### src/rtl/shift_load_ctrl_pkg.sv
// Shared types and defaults for the shift-register load sequencer.
// State codes are fixed so that read-back and debug tools see stable encodings.
package shift_load_ctrl_pkg;

    localparam int unsigned DefWidth = 6;
    localparam int unsigned DefCntW  = 3;

    typedef enum logic [2:0] {
        StIdle  = 3'd0,
        StClear = 3'd1,
        StShift = 3'd2,
        StCheck = 3'd3,
        StDone  = 3'd4
    } state_e;

endpackage

### src/rtl/shift_load_ctrl_if.sv
// Bus between the control/test logic, the sequencer and the shift chain.
// master is the sequencer's view; slave is the environment's view.
interface shift_load_ctrl_if #(
    parameter int unsigned WIDTH = 6
);
    logic             start;
    logic             abort;
    logic [WIDTH-1:0] pattern;
    logic [WIDTH-1:0] sr_q;
    logic             sh_en;
    logic             sh_in;
    logic             sr_clr;
    logic             busy;
    logic             done;
    logic             match;

    modport master (
        input  start, abort, pattern, sr_q,
        output sh_en, sh_in, sr_clr, busy, done, match
    );

    modport slave (
        output start, abort, pattern, sr_q,
        input  sh_en, sh_in, sr_clr, busy, done, match
    );
endinterface

### src/rtl/shift_bit_cnt.sv
// Bit counter for the serial shift phase: sync zero, increment, terminal flag at WIDTH-1.
module shift_bit_cnt #(
    parameter int unsigned CNT_W = 3,
    parameter int unsigned WIDTH = 6
) (
    input  logic             clk,
    input  logic             clr,
    input  logic             i_zero,
    input  logic             i_inc,
    output logic [CNT_W-1:0] o_cnt,
    output logic             o_term
);

    logic [CNT_W-1:0] r_cnt;
    logic [CNT_W-1:0] w_cnt_d;

    always_comb begin
        w_cnt_d = r_cnt;
        if (i_zero) begin
            w_cnt_d = '0;
        end else if (i_inc) begin
            w_cnt_d = r_cnt + 1'b1;
        end
    end

    always_ff @(posedge clk or negedge clr) begin
        if (!clr) begin
            r_cnt <= '0;
        end else begin
            r_cnt <= w_cnt_d;
        end
    end

    assign o_cnt  = r_cnt;
    assign o_term = (r_cnt == CNT_W'(WIDTH - 1));

endmodule

### src/rtl/shift_load_ctrl.sv
// Sequencer: clears the shift chain, shifts a latched pattern in MSB first,
// then compares the read-back against the pattern and pulses done.
module shift_load_ctrl
    import shift_load_ctrl_pkg::*;
#(
    parameter int unsigned WIDTH = DefWidth,
    parameter int unsigned CNT_W = DefCntW
) (
    input logic               clk,
    input logic               clr,
    shift_load_ctrl_if.master bus
);

    state_e           r_state;
    state_e           w_state_d;
    logic [WIDTH-1:0] r_pat;
    logic [WIDTH-1:0] w_pat_d;
    logic             r_match;
    logic             w_match_d;
    logic             w_cnt_zero;
    logic             w_cnt_inc;
    logic [CNT_W-1:0] w_cnt;
    logic             w_cnt_term;
    logic [CNT_W-1:0] w_bit_idx;

    shift_bit_cnt #(
        .CNT_W (CNT_W),
        .WIDTH (WIDTH)
    ) u_bit_cnt (
        .clk    (clk),
        .clr    (clr),
        .i_zero (w_cnt_zero),
        .i_inc  (w_cnt_inc),
        .o_cnt  (w_cnt),
        .o_term (w_cnt_term)
    );

    always_comb begin
        w_state_d  = r_state;
        w_pat_d    = r_pat;
        w_match_d  = r_match;
        w_cnt_zero = 1'b0;
        w_cnt_inc  = 1'b0;
        case (r_state)
            StIdle: begin
                // abort is deliberately not looked at here, so start always wins
                if (bus.start) begin
                    w_pat_d   = bus.pattern;
                    w_match_d = 1'b0;
                    w_state_d = StClear;
                end
            end
            StClear: begin
                w_cnt_zero = 1'b1;
                if (bus.abort) begin
                    w_match_d = 1'b0;
                    w_state_d = StIdle;
                end else begin
                    w_state_d = StShift;
                end
            end
            StShift: begin
                if (bus.abort) begin
                    w_cnt_zero = 1'b1;
                    w_match_d  = 1'b0;
                    w_state_d  = StIdle;
                end else if (w_cnt_term) begin
                    w_cnt_zero = 1'b1;
                    w_state_d  = StCheck;
                end else begin
                    w_cnt_inc = 1'b1;
                end
            end
            StCheck: begin
                if (bus.abort) begin
                    w_cnt_zero = 1'b1;
                    w_match_d  = 1'b0;
                    w_state_d  = StIdle;
                end else begin
                    w_match_d = (bus.sr_q == r_pat);
                    w_state_d = StDone;
                end
            end
            StDone: begin
                w_state_d = StIdle;
            end
            default: begin
                w_state_d = StIdle;
            end
        endcase
    end

    always_ff @(posedge clk or negedge clr) begin
        if (!clr) begin
            r_state <= StIdle;
            r_pat   <= '0;
            r_match <= 1'b0;
        end else begin
            r_state <= w_state_d;
            r_pat   <= w_pat_d;
            r_match <= w_match_d;
        end
    end

    // MSB first: bit index counts down from WIDTH-1 as the counter counts up
    assign w_bit_idx = CNT_W'(WIDTH - 1) - w_cnt;

    always_comb begin
        bus.sh_en  = (r_state == StShift);
        bus.sh_in  = (r_state == StShift) & r_pat[w_bit_idx];
        bus.sr_clr = (r_state == StClear);
        bus.busy   = (r_state != StIdle);
        bus.done   = (r_state == StDone);
        bus.match  = r_match;
    end

endmodule

### src/flat_wrapper.sv
// flat-port wrapper written by rule: the top's interface ports become plain ports
module shift_load_ctrl_flat import shift_load_ctrl_pkg::*;
#(
    parameter int unsigned WIDTH = DefWidth,
    parameter int unsigned CNT_W = DefCntW
)
  (clk, clr, bus_start, bus_abort, bus_pattern, bus_sr_q, bus_sh_en, bus_sh_in, bus_sr_clr, bus_busy, bus_done, bus_match);
  shift_load_ctrl_if #(.WIDTH(WIDTH)) bus_i ();
  input logic clk;
  input logic clr;
  input wire logic [$bits(bus_i.start)-1:0] bus_start;
  input wire logic [$bits(bus_i.abort)-1:0] bus_abort;
  input wire logic [$bits(bus_i.pattern)-1:0] bus_pattern;
  input wire logic [$bits(bus_i.sr_q)-1:0] bus_sr_q;
  output wire logic [$bits(bus_i.sh_en)-1:0] bus_sh_en;
  output wire logic [$bits(bus_i.sh_in)-1:0] bus_sh_in;
  output wire logic [$bits(bus_i.sr_clr)-1:0] bus_sr_clr;
  output wire logic [$bits(bus_i.busy)-1:0] bus_busy;
  output wire logic [$bits(bus_i.done)-1:0] bus_done;
  output wire logic [$bits(bus_i.match)-1:0] bus_match;
  assign bus_i.start = bus_start;
  assign bus_i.abort = bus_abort;
  assign bus_i.pattern = bus_pattern;
  assign bus_i.sr_q = bus_sr_q;
  assign bus_sh_en = bus_i.sh_en;
  assign bus_sh_in = bus_i.sh_in;
  assign bus_sr_clr = bus_i.sr_clr;
  assign bus_busy = bus_i.busy;
  assign bus_done = bus_i.done;
  assign bus_match = bus_i.match;
  shift_load_ctrl #(.WIDTH(WIDTH), .CNT_W(CNT_W)) u_core (.clk(clk), .clr(clr), .bus(bus_i));
endmodule
### config.mk
export PLATFORM = sky130hd
export DESIGN_NAME = shift_load_ctrl_flat
export DESIGN_NICKNAME = d
export VERILOG_FILES = /design/src/rtl/shift_load_ctrl_pkg.sv /design/src/rtl/shift_load_ctrl_if.sv /design/src/rtl/shift_bit_cnt.sv /design/src/rtl/shift_load_ctrl.sv /design/src/flat_wrapper.sv
export SDC_FILE = /design/constraint.sdc
export NUM_CORES = 1
export LEC_CHECK = 0
export CORE_MARGIN = 10
export CORE_UTILIZATION = 30
export DETAILED_ROUTE_END_ITERATION = 8
export HOLD_SLACK_MARGIN = 0.06
export MAX_ROUTING_LAYER = met4
export SETUP_SLACK_MARGIN = 0.15
export SYNTH_ARGS = -nofsm -noshare
export SYNTH_HDL_FRONTEND = slang
export SYNTH_SLANG_ARGS = --single-unit
### constraint.sdc
create_clock -name clk -period 4.3 [get_ports clk]
set_input_delay 0.43 -clock clk [delete_from_list [all_inputs] [get_ports clk]]
set_output_delay 0.43 -clock clk [all_outputs]
set_load 0.05 [all_outputs]
==> results.sh, run 1 <==
export IMPL_status="complete, no violations"
export IMPL_clkTransAtPathRegs_ps=80
export IMPL_finalHoldViolCount=0
export IMPL_via_count=614
export IMPL_cts_max_level=1
export IMPL_area_growth_pct=33.3
export IMPL_crit_family="buffers and inverters"
export IMPL_port_buffers=21
export IMPL_worst_pin_slew_ps=576
export IMPL_syn_cell_area_um2=774
export IMPL_vias_per_cell=4.99
export IMPL_grt_max_degree=14
export IMPL_finalSetupViolations=0
export IMPL_peakVddDrop_mv=0.237
export IMPL_dp_cells=119
export IMPL_diodes=0
export IMPL_synthCells=70
export IMPL_antenna_found_initial=0
export IMPL_ys_types=31
export IMPL_clock_sinks=13
export IMPL_slowest_delay_ps=820
export IMPL_crit_slowest_cell="clkdlybuf4s50_1"
export IMPL_track_usage=0.0711
export IMPL_hpwl_mm=1.40
export IMPL_final_cells=123
export IMPL_path_max_fanout=4
export IMPL_cts_resized=0
export IMPL_path_cells="inv_1, ha_1, mux4_2, a22oi_1, nor2b_1, clkdlybuf4s50_1"
export IMPL_finalCritPeriodShare=0.627
export IMPL_synth_edf_count=0
export IMPL_grt_ovfl_total=0
export IMPL_coreArea_mm2=0.00248
export IMPL_rsz0062_at_grt="false"
export IMPL_worst_setup_path_start_kind="flop"
export IMPL_drv_cap=0
export IMPL_syn_avg_cell_area_um2=11.1
export IMPL_cts_root_buffer="clkbuf_4"
export IMPL_die_h_um=70.8
export IMPL_crit_start="u_core.u_bit_cnt.o_cnt[1]"
export IMPL_hold_path_class="in2async"
export IMPL_finalMaxSlewViolations=0
export IMPL_drive_gt1_frac=0.183
export IMPL_drt_initial_drc_count=7
export IMPL_cp_required_ps=3870
export IMPL_r2r_start="u_core.r_state[0]"
export IMPL_p_per_area_mw_per_mm2=417
export IMPL_ys_seq_elements=13
export IMPL_async_flop_share=1.00
export IMPL_synth_nets=88
export IMPL_yosysSeqAreaShare=0.420
export IMPL_nets=112
export IMPL_synth_warnings=0
export IMPL_gp_congestion=0.739
export IMPL_cts_tree="built"
export IMPL_synth_ff_type="dfrtp_1"
export IMPL_finalWirelength_mm=1.71
export IMPL_initial_core_util=0.313
export IMPL_grt_pass1_wl_mm=2.93
export IMPL_grt_pass1_vias=629
export IMPL_routedWlPerCell_um=13.9
export IMPL_period_needed_ps=2690
export IMPL_fin_skew_ps=2.59
export IMPL_clk_latency_ps=270
export IMPL_clockBufferDepth=2
export IMPL_n_fill_cell=267
export IMPL_maxSlewHeadroom=0.615
export IMPL_fp_dieW_um=70.8
export IMPL_ant_nets=0
export IMPL_worstSetupEndpointType="output port"
export IMPL_fp_row_count=18
export IMPL_cp_arrival_ps=2260
export IMPL_cts_buffers=3
export IMPL_drcViolationCount=0
export IMPL_ios=22
export IMPL_hold_buffers=0
export IMPL_worstPathBufferInverterCount=2
export IMPL_cts_setup_buffers=0
export IMPL_dieArea_mm2=0.00501
export IMPL_tns_ps=0
export IMPL_fmax_mhz=371
export IMPL_drt_pass1_iter_count=4
export IMPL_leakage_nw=0.398
export IMPL_worstSetupPathType="reg2out"
where the power goes:
group	internal (mW)	switching, mW	total, mW
Combinational	0.0918	0.0775	0.169
Clock	0.0359	0.0396	0.0755
Sequential	0.149	0.0360	0.185
Total	0.277	0.153	0.430
through the flow:
step / area [um^2] / util / total power [mW] / worst slack, ps / hold slack (ps)
floorplan: 774 / - / 0.304 / 1260 / 134
global placement: 1010 / 0.406 / 0.356 / 1930 / 515
detailed placement: 1010 / 0.406 / 0.359 / 1910 / 534
CTS: 1030 / 0.417 / 0.436 / 1580 / 544
global route: 1030 / 0.417 / 0.460 / 1490 / 557
finish: 1030 / 0.417 / 0.430 / 1610 / 521
path summary, 6_finish.rpt:
kind,depth (start not counted),slack (ps),to
setup / recovery,6,1610,bus_sh_in
hold / removal,1,520,u_core.bus.match
setup reg to reg,3,2470,u_core.r_pat[2]
hold reg to reg,2,530,u_core.bus.match
max in group asynchronous,1,3400,u_core.u_bit_cnt.o_cnt[1]
min in group clk,2,530,u_core.bus.match
sequential cells by signal, indices dropped and copies added, names as in the netlist:
signal                  flops
u_core.bus.match            1
u_core.u_bit_cnt.o_cnt      3
u_core.r_pat                6
u_core.r_state              3
synth_stat cells (2+ instances only):
library cell,count,share of area
o21ai_0,2,0.013
ha_1,2,0.032
inv_1,6,0.029
mux2_2,8,0.12
nor2_1,3,0.015
dfrtp_1,13,0.42
nor3b_1,3,0.029
o31ai_1,2,0.019
a21oi_1,3,0.019
xnor2_1,6,0.068
nor2b_1,2,0.016
routing by layer:
metal	vias to the layer above	global-route usage	wire length, um
met5	-	-	0
li1	299	-	-
met2	14	0.113	857
met3	2	0.0181	92
met1	299	0.0821	744
met4	0	0.0323	12
cell families (layout without fill, tap and decap cells):
logic type | after synthesis | count (layout) | share of synthesized area
simple gates | 20 | 20 | 0.181
xor+xnor | 6 | 6 | 0.0679
flops | 13 | 13 | 0.420
buf+inv | 8 | 31 | 0.0501
mux | 10 | 10 | 0.158
fa+ha+maj | 2 | 2 | 0.0323
compound gates | 11 | 11 | 0.0905
cell type report:
| type | count | area [um^2] | share of cell area |
|---|---|---|---|
| Multi-Input combinational cell | 49 | 410 | 0.398 |
| Inverter | 6 | 22.5 | 0.0218 |
| Clock buffer | 4 | 26.3 | 0.0255 |
| Sequential cell | 13 | 325 | 0.315 |
| Timing Repair Buffer | 21 | 210 | 0.204 |
| Tap cell | 30 | 37.5 | 0.0364 |
placed cells by master, fill, tap and decap left out, types with 2 or more instances in the layout:
| master | n |
|---|---|
| o31ai_1 | 2 |
| mux2_2 | 8 |
| ha_1 | 2 |
| dfrtp_1 | 13 |
| inv_1 | 6 |
| nor3b_1 | 3 |
| nor2b_1 | 2 |
| o21ai_0 | 2 |
| clkdlybuf4s50_1 | 21 |
| xnor2_1 | 6 |
| a21oi_1 | 3 |
| nor2_1 | 3 |
| clkbuf_4 | 3 |
No activity file was read; power rests on OpenSTA's default activity.
==> inputs of run 2 (changes only) <==
- clock period: 4.3 -> 2.4 ns (I/O delays scaled with it)
==> run 2 against run 1 <==
  * Final cell count did not move
  * Combinational power rose by 76%
  * Clock skew about the same
  * Clock power grew 88%
  * Global-route usage is 0.28 points higher
  * Non-clock buffer count stayed put
  * Total power increased by 79%
  * Largest power group unchanged
==> results.sh, run 2 (synthesized netlist as in run 1, its figures left out) <==
export IMPL_cts_setup_buffers=0
export IMPL_worstPathBufferInverterCount=1
export IMPL_antenna_found_initial=0
export IMPL_grt_pass1_wl_mm=2.95
export IMPL_crit_slowest_cell="clkdlybuf4s50_1"
export IMPL_worstSetupPathType="reg2out"
export IMPL_regMostFlops="u_core.r_pat"
export IMPL_gp_congestion=0.790
export IMPL_clkTransAtPathRegs_ps=90
export IMPL_cts_root_buffer="clkbuf_4"
export IMPL_r2r_start="u_core.r_state[0]"
export IMPL_worst_pin_slew_ps=602
export IMPL_fp_dieW_um=70.8
export IMPL_path_cells="nor2_1, and2_2, clkdlybuf4s50_1"
export IMPL_design_power_total_mw=0.772
export IMPL_grt_pass1_vias=634
export IMPL_p_per_area_mw_per_mm2=740
export IMPL_grt_max_degree=14
export IMPL_finalSetupViolations=0
export IMPL_ant_nets=0
export IMPL_hold_path_class="in2async"
export IMPL_maxSlewHeadroom=0.597
export IMPL_cts_max_level=1
export IMPL_clock_sinks=13
export IMPL_finalMaxSlewViolations=0
export IMPL_drcViolationCount=0
export IMPL_vias_per_cell=4.92
export IMPL_cts_tree="built"
export IMPL_crit_family="buffers and inverters"
export IMPL_cts_resized=1
export IMPL_drive_gt1_frac=0.226
export IMPL_path_max_fanout=11
export IMPL_ios=22
export IMPL_regToRegSetupSlack_ps=570
export IMPL_rsz0062_at_grt="false"
export IMPL_cp_required_ps=2160
export IMPL_routedWlPerCell_um=14.1
export IMPL_clockBufferDepth=2
export IMPL_clk_latency_ps=280
export IMPL_slowest_delay_ps=790
export IMPL_drt_initial_drc_count=3
export IMPL_die_h_um=70.8
export IMPL_grtUsageMet1=0.0795
export IMPL_worst_setup_path_start_kind="flop"
export IMPL_dieArea_mm2=0.00501
export IMPL_use_met3=0.0349
export IMPL_reg2reg_to="u_core.r_pat[0]"
export IMPL_via_count=605
export IMPL_drv_cap=0
export IMPL_cts_buffers=3
export IMPL_period_needed_ps=2160
export IMPL_final_cell_mix="clkdlybuf4s50_1, dfrtp_1, mux2_2"
export IMPL_fp_row_count=18
export IMPL_fin_skew_ps=3.00
export IMPL_tns_ps=0
export IMPL_mostFrequentLayoutCell="clkdlybuf4s50_1"
export IMPL_leakage_nw=0.439
export IMPL_grt_ovfl_total=0
export IMPL_worstSetupEndpointType="output port"
export IMPL_peakVddDrop_mv=0.431
export IMPL_largest_reg_flops=6
export IMPL_track_usage=0.0739
export IMPL_grt_most_used_layer="met2"
export IMPL_cp_arrival_ps=1920
export IMPL_finalWirelength_mm=1.74
export IMPL_met2_usage=0.114
export IMPL_reg2reg_depth=3
export IMPL_area_growth_pct=34.6
export IMPL_status="complete, no violations"
export IMPL_diodes=0
export IMPL_hpwl_mm=1.33
export IMPL_coreArea_mm2=0.00248
export IMPL_initial_core_util=0.313
export IMPL_hold_buffers=0
export IMPL_port_buffers=21
export IMPL_nets=112
export IMPL_drt_pass1_iter_count=2
export IMPL_finalCritPeriodShare=0.899
export IMPL_finalHoldViolCount=0
export IMPL_fmax_mhz=463
run 2: cell count changes in the layout (fill, tap and decap cells not counted), sizes merged:
| cell | delta |
|---|---|
| dlygate4sd2 | +1 |
| dlymetal6s2s | +2 |
| clkbuf | -1 |
| clkdlybuf4s50 | -4 |
| buf | +1 |
| clkinv | +1 |
run 2: routing by layer:
layer | routed length [um] | part of all wire | vias up
met1 | 816 | 0.47 | 283
li1 | - | - | 301
met2 | 799 | 0.46 | 17
met5 | 0 | 0 | -
met3 | 96 | 0.055 | 4
met4 | 25 | 0.014 | 0
run 2: power breakdown:
group / switching (mW) / internal, mW
clock: 0.0801 / 0.0619
sequential: 0.0641 / 0.267
combinational: 0.137 / 0.161
total: 0.281 / 0.490
run 2: worst max-delay path by stage:
stage,start,endpoint,slack [ps],cells past startpoint
3_3_place_gp,u_core.r_state[0],bus_busy,460,2
4_1_cts,u_core.r_state[0],bus_sr_clr,180,2
5_1_grt,u_core.r_state[0],bus_done,150,3
2_1_floorplan,u_core.r_state[0],bus_sh_in,300,3
3_5_place_dp,bus_abort,u_core.u_bit_cnt.o_cnt[2],430,4
6_report,u_core.r_state[0],bus_done,240,3
run 2: stage by stage:
step,hold WS (ps),instance area (um^2),std cells,setup slack (ps),util
final,329,1040,123,241,0.421
after floorplan,-55.6,782,70,299,-
after CTS,360,1040,123,176,0.419
after global placement,512,1010,119,463,0.408
after global routing,363,1040,123,154,0.421
after detailed placement,522,1010,119,430,0.408
run 2: cell type report:
type	instances	area [um^2]
tap	30	37.5
inverter	6	22.5
timing repair buffer	21	211
clock inverter	1	5.00
fill	269	1440
multi-input combinational	49	418
sequential	13	325
clock buffer	3	22.5
